## src/rtl/pipeline_hazard_ctrl_pkg.sv

```systemverilog
// Shared types for the 5-stage pipeline hazard controller: forwarding selects,
// freeze FSM states and the architectural PC register index.
package pipeline_pkg;

  typedef enum logic [1:0] {
    FWD_RF  = 2'b00,
    FWD_WB  = 2'b01,
    FWD_MEM = 2'b10
  } fwd_sel_t;

  typedef enum logic [1:0] {
    RUN      = 2'd0,
    MEM_WAIT = 2'd1,
    TIMEOUT  = 2'd2
  } hz_state_t;

  localparam logic [3:0] PC_REG = 4'hF;

endpackage

```

## src/rtl/pipeline_hazard_ctrl_fwd_unit.sv

```systemverilog
// Forwarding comparator for one EX operand: picks the youngest in-flight
// producer (M before W), never forwarding onto the PC register.
module fwd_unit
  import pipeline_pkg::*;
#(
  parameter int REG_AW = 4
) (
  input  logic              en,
  input  logic [REG_AW-1:0] ra_e,
  input  logic [REG_AW-1:0] wa_m,
  input  logic [REG_AW-1:0] wa_w,
  input  logic              reg_write_m,
  input  logic              reg_write_w,
  output fwd_sel_t          fwd_sel
);

  // Operand source selection, M stage wins over W stage
  always_comb begin
    fwd_sel = FWD_RF;
    if (!en || (ra_e == REG_AW'(PC_REG))) begin
      fwd_sel = FWD_RF;
    end else if (reg_write_m && (ra_e == wa_m)) begin
      fwd_sel = FWD_MEM;
    end else if (reg_write_w && (ra_e == wa_w)) begin
      fwd_sel = FWD_WB;
    end else begin
      fwd_sel = FWD_RF;
    end
  end

endmodule

```

## src/rtl/pipeline_hazard_ctrl.sv

```systemverilog
// Stall/flush/forwarding control for the F/D/E/M/W pipeline, with a memory
// freeze FSM, a sticky watchdog timeout and a saturating stall counter.
module pipeline_hazard_ctrl
  import pipeline_pkg::*;
#(
  parameter int REG_AW      = 4,
  parameter int MEM_TIMEOUT = 15,
  parameter int CNT_W       = 16
) (
  input  logic              clk,
  input  logic              rst,
  input  logic [REG_AW-1:0] ra1D,
  input  logic [REG_AW-1:0] ra2D,
  input  logic [REG_AW-1:0] ra1E,
  input  logic [REG_AW-1:0] ra2E,
  input  logic [REG_AW-1:0] wa3E,
  input  logic [REG_AW-1:0] wa3M,
  input  logic [REG_AW-1:0] wa3W,
  input  logic              RegWriteM,
  input  logic              RegWriteW,
  input  logic              MemtoRegE,
  input  logic              BranchTakenE,
  input  logic              MemReqM,
  input  logic              mem_ready,
  output logic [1:0]        ForwardAE,
  output logic [1:0]        ForwardBE,
  output logic              StallF,
  output logic              StallD,
  output logic              StallE,
  output logic              StallM,
  output logic              FlushD,
  output logic              FlushE,
  output logic              mem_timeout,
  output logic [CNT_W-1:0]  stall_cnt
);

  localparam int WAIT_W = $clog2(MEM_TIMEOUT + 1);

  hz_state_t          state_r;
  logic [WAIT_W-1:0]  wait_cnt_r;
  logic               mem_timeout_r;
  logic [CNT_W-1:0]   stall_cnt_r;
  logic               mem_stall_s;
  logic               ldr_stall_s;
  logic               any_stall_s;
  fwd_sel_t           fwd_a_s;
  fwd_sel_t           fwd_b_s;

  fwd_unit #(.REG_AW(REG_AW)) u_fwd_a (
    .en          (!rst),
    .ra_e        (ra1E),
    .wa_m        (wa3M),
    .wa_w        (wa3W),
    .reg_write_m (RegWriteM),
    .reg_write_w (RegWriteW),
    .fwd_sel     (fwd_a_s)
  );

  fwd_unit #(.REG_AW(REG_AW)) u_fwd_b (
    .en          (!rst),
    .ra_e        (ra2E),
    .wa_m        (wa3M),
    .wa_w        (wa3W),
    .reg_write_m (RegWriteM),
    .reg_write_w (RegWriteW),
    .fwd_sel     (fwd_b_s)
  );

  assign ForwardAE   = fwd_a_s;
  assign ForwardBE   = fwd_b_s;
  assign mem_timeout = mem_timeout_r;
  assign stall_cnt   = stall_cnt_r;

  // Hazard detection: memory freeze depends on FSM state, load-use on E/D regs
  always_comb begin
    mem_stall_s = 1'b0;
    case (state_r)
      RUN:      mem_stall_s = MemReqM && !mem_ready;
      MEM_WAIT: mem_stall_s = !mem_ready;
      TIMEOUT:  mem_stall_s = 1'b1;
      default:  mem_stall_s = 1'b0;
    endcase
    ldr_stall_s = MemtoRegE && ((ra1D == wa3E) || (ra2D == wa3E));
  end

  // Prioritised stall/flush: freeze > branch flush > load-use bubble
  always_comb begin
    StallF = 1'b0;
    StallD = 1'b0;
    StallE = 1'b0;
    StallM = 1'b0;
    FlushD = 1'b0;
    FlushE = 1'b0;
    if (rst) begin
      StallF = 1'b0;
    end else if (mem_stall_s) begin
      StallF = 1'b1;
      StallD = 1'b1;
      StallE = 1'b1;
      StallM = 1'b1;
    end else if (BranchTakenE) begin
      FlushD = 1'b1;
      FlushE = 1'b1;
    end else if (ldr_stall_s) begin
      StallF = 1'b1;
      StallD = 1'b1;
      FlushE = 1'b1;
    end else begin
      StallF = 1'b0;
    end
  end

  assign any_stall_s = StallF | StallD | StallE | StallM;

  // Memory freeze FSM with watchdog; TIMEOUT only leaves through reset
  always_ff @(posedge clk or posedge rst) begin
    if (rst) begin
      state_r       <= RUN;
      wait_cnt_r    <= {WAIT_W{1'b0}};
      mem_timeout_r <= 1'b0;
    end else begin
      case (state_r)
        RUN: begin
          if (MemReqM && !mem_ready) begin
            state_r    <= MEM_WAIT;
            wait_cnt_r <= WAIT_W'(1'b1);
          end else begin
            wait_cnt_r <= {WAIT_W{1'b0}};
          end
        end
        MEM_WAIT: begin
          if (mem_ready) begin
            state_r    <= RUN;
            wait_cnt_r <= {WAIT_W{1'b0}};
          end else if (wait_cnt_r == WAIT_W'(MEM_TIMEOUT)) begin
            state_r       <= TIMEOUT;
            mem_timeout_r <= 1'b1;
          end else begin
            wait_cnt_r <= wait_cnt_r + WAIT_W'(1'b1);
          end
        end
        TIMEOUT: begin
          mem_timeout_r <= 1'b1;
        end
        default: begin
          state_r    <= RUN;
          wait_cnt_r <= {WAIT_W{1'b0}};
        end
      endcase
    end
  end

  // Saturating count of cycles with any stage held
  always_ff @(posedge clk or posedge rst) begin
    if (rst) begin
      stall_cnt_r <= {CNT_W{1'b0}};
    end else if (any_stall_s && (stall_cnt_r != {CNT_W{1'b1}})) begin
      stall_cnt_r <= stall_cnt_r + CNT_W'(1'b1);
    end else begin
      stall_cnt_r <= stall_cnt_r;
    end
  end

endmodule

```

## config.mk

```make
export PLATFORM = sky130hd
export DESIGN_NAME = pipeline_hazard_ctrl
export DESIGN_NICKNAME = d
export VERILOG_FILES = /design/src/rtl/pipeline_hazard_ctrl_pkg.sv /design/src/rtl/pipeline_hazard_ctrl_fwd_unit.sv /design/src/rtl/pipeline_hazard_ctrl.sv
export SDC_FILE = /design/constraint.sdc
export NUM_CORES = 1
export LEC_CHECK = 0
export ABC_AREA = 1
export CELL_PAD_IN_SITES_DETAIL_PLACEMENT = 0
export CELL_PAD_IN_SITES_GLOBAL_PLACEMENT = 1
export CORE_ASPECT_RATIO = 0.75
export CORE_MARGIN = 5
export CORE_UTILIZATION = 47
export CTS_BUF_LIST = sky130_fd_sc_hd__clkbuf_8 sky130_fd_sc_hd__clkbuf_16
export DETAILED_ROUTE_END_ITERATION = 10
export DONT_BUFFER_PORTS = 1
export PLACE_DENSITY = 0.88
export SLEW_MARGIN = 10
export SYNTH_ARGS = -nofsm -noshare
export SYNTH_HDL_FRONTEND = slang
export SYNTH_SLANG_ARGS = --single-unit
```

## constraint.sdc

```tcl
create_clock -name clk -period 4.4 [get_ports clk]
set_clock_uncertainty 0.2 [all_clocks]
set_input_delay 0.44 -clock clk [delete_from_list [all_inputs] [get_ports clk]]
set_output_delay 0.44 -clock clk [all_outputs]
set_load 0.02 [all_outputs]
```

==> results by group <==
Timing
  – Fin crit share: between 60% and 70%
  – Minimum clock period: approximately 3000 ps
  – Worst-Margin Slew: 929 ps
  – Endpoints failing setup: 0
  – Setup tns final: 0 ps
  – Max Clk Rate: 338 MHz
  – Worst setup margin: between 1000 and 1500 ps
  – Final Max Tran Viols: 0
  – Rel. slew slack: a little under two fifths
  – Fin. Hold Viols: 0
  – RSZ-0062 raised after global routing: false

Routing
  – Drt wl/cell: 12.6 um
  – Via density: slightly below 5
  – Pre-Repair DR Iteration Count: 4
  – Antenna-violating nets left: 0
  – Drc violations: 0
  – Routed vias: about 1.6k
  – DRT iter0 DRCs: between 90 and 100
  – Total Wirelength: 4.20 mm

Worst setup path
  – Data required time of the worst path: approximately 3800 ps
  – Critical Path Start Type: input pin
  – Critical path endpoint: ForwardAE[0]
  – Crit path launch: rst
  – Worst Setup Path Type: input pin to primary output
  – Worst setup EP type: primary output
  – Reg-to-reg endpoint: stall_cnt[8]$_DFFE_PP0P_
  – R2R depth: 8
  – Flop-to-flop setup slack: a little under 2000 ps
  – FF-to-FF Start: state_r[1]$_DFFE_PP0P_
  – Crit-path max FO: 25
  – Worst EP arrival: approximately 2300 ps

Floorplan
  – Die width: around 83 um
  – Initial Util: 49.7%
  – Core area: 3760 um^2
  – I/O Pins: 63
  – Die Area: 5350 um^2
  – Row count: 19
  – Die Y: around 65 um

Placement
  – Routability cong.: approximately 0.84
  – Port Buffer Count: 0
  – DP HPWL: ~3.3 mm
  – Place WS: approximately 1900 ps

Global route
  – Initial antenna violation count: 0
  – Vias in the first global route: 1545
  – First-pass GRT wire length: 7.22 mm
  – Total track usage: about 17%
  – Largest net degree at the start of global routing: 26
  – Global route overflow: 0

CTS
  – Num CTS Buffers: 3
  – Clk slew on worst S/H paths: 70 ps
  – CTS Sinks: 23
  – CTS tree: yes
  – Root Driver: clkbuf_8
  – Post-CTS setup buffers: 0
  – H-tree depth: 1
  – Clk Latency, worst-skew pair: approximately 260 ps
  – Worst-case clock buffer depth: 2

Logic synthesis
  – Synth async-reset ratio: 100%
  – EDFF count, synth: 0
  – Synth top area share: ~30%
  – Seq/Total Area, Yosys: roughly 31%
  – Area contributors post-synth: dfrtp_1, nand2_1, nand3_1
  – Post-Syn Nets: around 320
  – Post-Syn Instances: 280
  – Ys Warns: 0
  – Seq cells post-synth: 23
  – Post-Syn Area: about 1900 um^2
  – Predominant post-synthesis flop cell: dfrtp_1
  – Synthesized area per cell: 6.67 um^2
  – Area leader, netlist: dfrtp_1
  – Unique masters post-synth: 32

Pwr
  – Power density cells: between 200 and 300 nW/um^2
  – Max VDD drop: ~0.00017 V
  – Leak pwr: approximately 0.98 nW

Run
  – Max cap viols: 0

Run status
  – Status: completed

Finish
  – Fillers: between 400 and 500
  – Area grow syn2layout: 4.29%
  – NumNets Final: between 300 and 400
  – Layout cells sized above 1: roughly 8.9%
  – Commonest non-fill, non-tap cell in the layout: nand2_1
  – Most frequent cells in the layout: nand2_1, inv_1, nor2_1, nand3_1, dfrtp_1
  – N_diodes: 0

Worst hold path
  – Worst hold-check path type: input pin to register
==> metal layers <==
| metal | GRT usage [%] | wire length (um) | share of wire, % |
|---|---|---|---|
| met5 | 0 | 0 | 0 |
| met4 | 3.06 | 29 | 0.69 |
| met3 | 4.71 | 243 | 5.8 |
| met2 | 26.9 | 1960 | 47 |
| met1 | 23.2 | 1970 | 47 |
==> critical path: stages <==
cell and delay (ps):
dlygate4sd3_1 540, inv_1 50, buf_4 300, o21ai_0 190
nor3_1 200, nor3b_1 600
==> how the worst min path moves through the flow <==
stage,startpoint,to,slack (ps),cells after the start
floorplan,rst,mem_timeout$_DFFE_PP0P_,260,1
global placement,rst,stall_cnt[4]$_DFFE_PP0P_,200,2
detailed placement,rst,stall_cnt[3]$_DFFE_PP0P_,210,2
CTS,mem_ready,state_r[0]$_DFFE_PP0P_,60,1
global route,mem_ready,state_r[0]$_DFFE_PP0P_,60,1
finish,mem_ready,state_r[0]$_DFFE_PP0P_,70,1
==> logic make-up after synthesis <==
group | share of synthesized area [%]
adders and majority gates | 1.34
xor gates and xnor gates | 8.91
AOI/OAI and AO/OA | 6.90
and+or+nand+nor | 41.7
DFF | 30.8
buffers and inverters | 10.4
==> power breakdown <==
group	total (mW)	leakage [nW]	internal [mW]	switching (mW)
combinational	0.126	0.640	0.0467	0.0794
clock	0.127	0.0269	0.0623	0.0650
sequential	0.295	0.308	0.233	0.0615
==> synthesized netlist by cell type (2+ instances only) <==
master / number
a21oi_1: 3
buf_4: 3
dfrtp_1: 23
ha_1: 2
inv_1: 37
inv_2: 2
nand2_1: 81
nand2_2: 11
nand2_4: 2
nand3_1: 28
nor2_1: 31
nor3_1: 7
nor3b_1: 2
o21ai_0: 9
o22ai_1: 5
xnor2_1: 6
xor2_1: 13
==> metrics by stage <==
step	utilization [%]	instance area, um^2	instances	total power, mW	hold WS (ps)
3_3_place_gp	50.4	1890	328	0.421	202
4_1_cts	51.9	1950	333	0.556	61.9
6_report	51.9	1950	333	0.548	66.9
2_1_floorplan	-	1870	280	0.402	256
3_5_place_dp	50.4	1890	328	0.425	207
5_1_grt	51.9	1950	333	0.591	56.4
==> cell type report <==
class / instances / area [um^2] / area share [%]
clock inverters: 1 / 3.75 / 0.193
clock buffers: 3 / 41.3 / 2.12
flip-flops and latches: 23 / 576 / 29.5
repair buffers: 2 / 17.5 / 0.899
multi-input cells: 213 / 1100 / 56.4
inverters: 39 / 146 / 7.51
well taps: 52 / 65.1 / 3.34
==> sequential cells by signal, summed over array words and instances (netlist names) <==
register and flops:
wait_cnt_r 4, mem_timeout 1, stall_cnt 16, state_r 2
==> repair_timing <==
item	in CTS	in global routing
hold buffers	1	0
hold endpoints to repair	23	0
resized for setup	0	0
(Power assumes the default switching activity.)
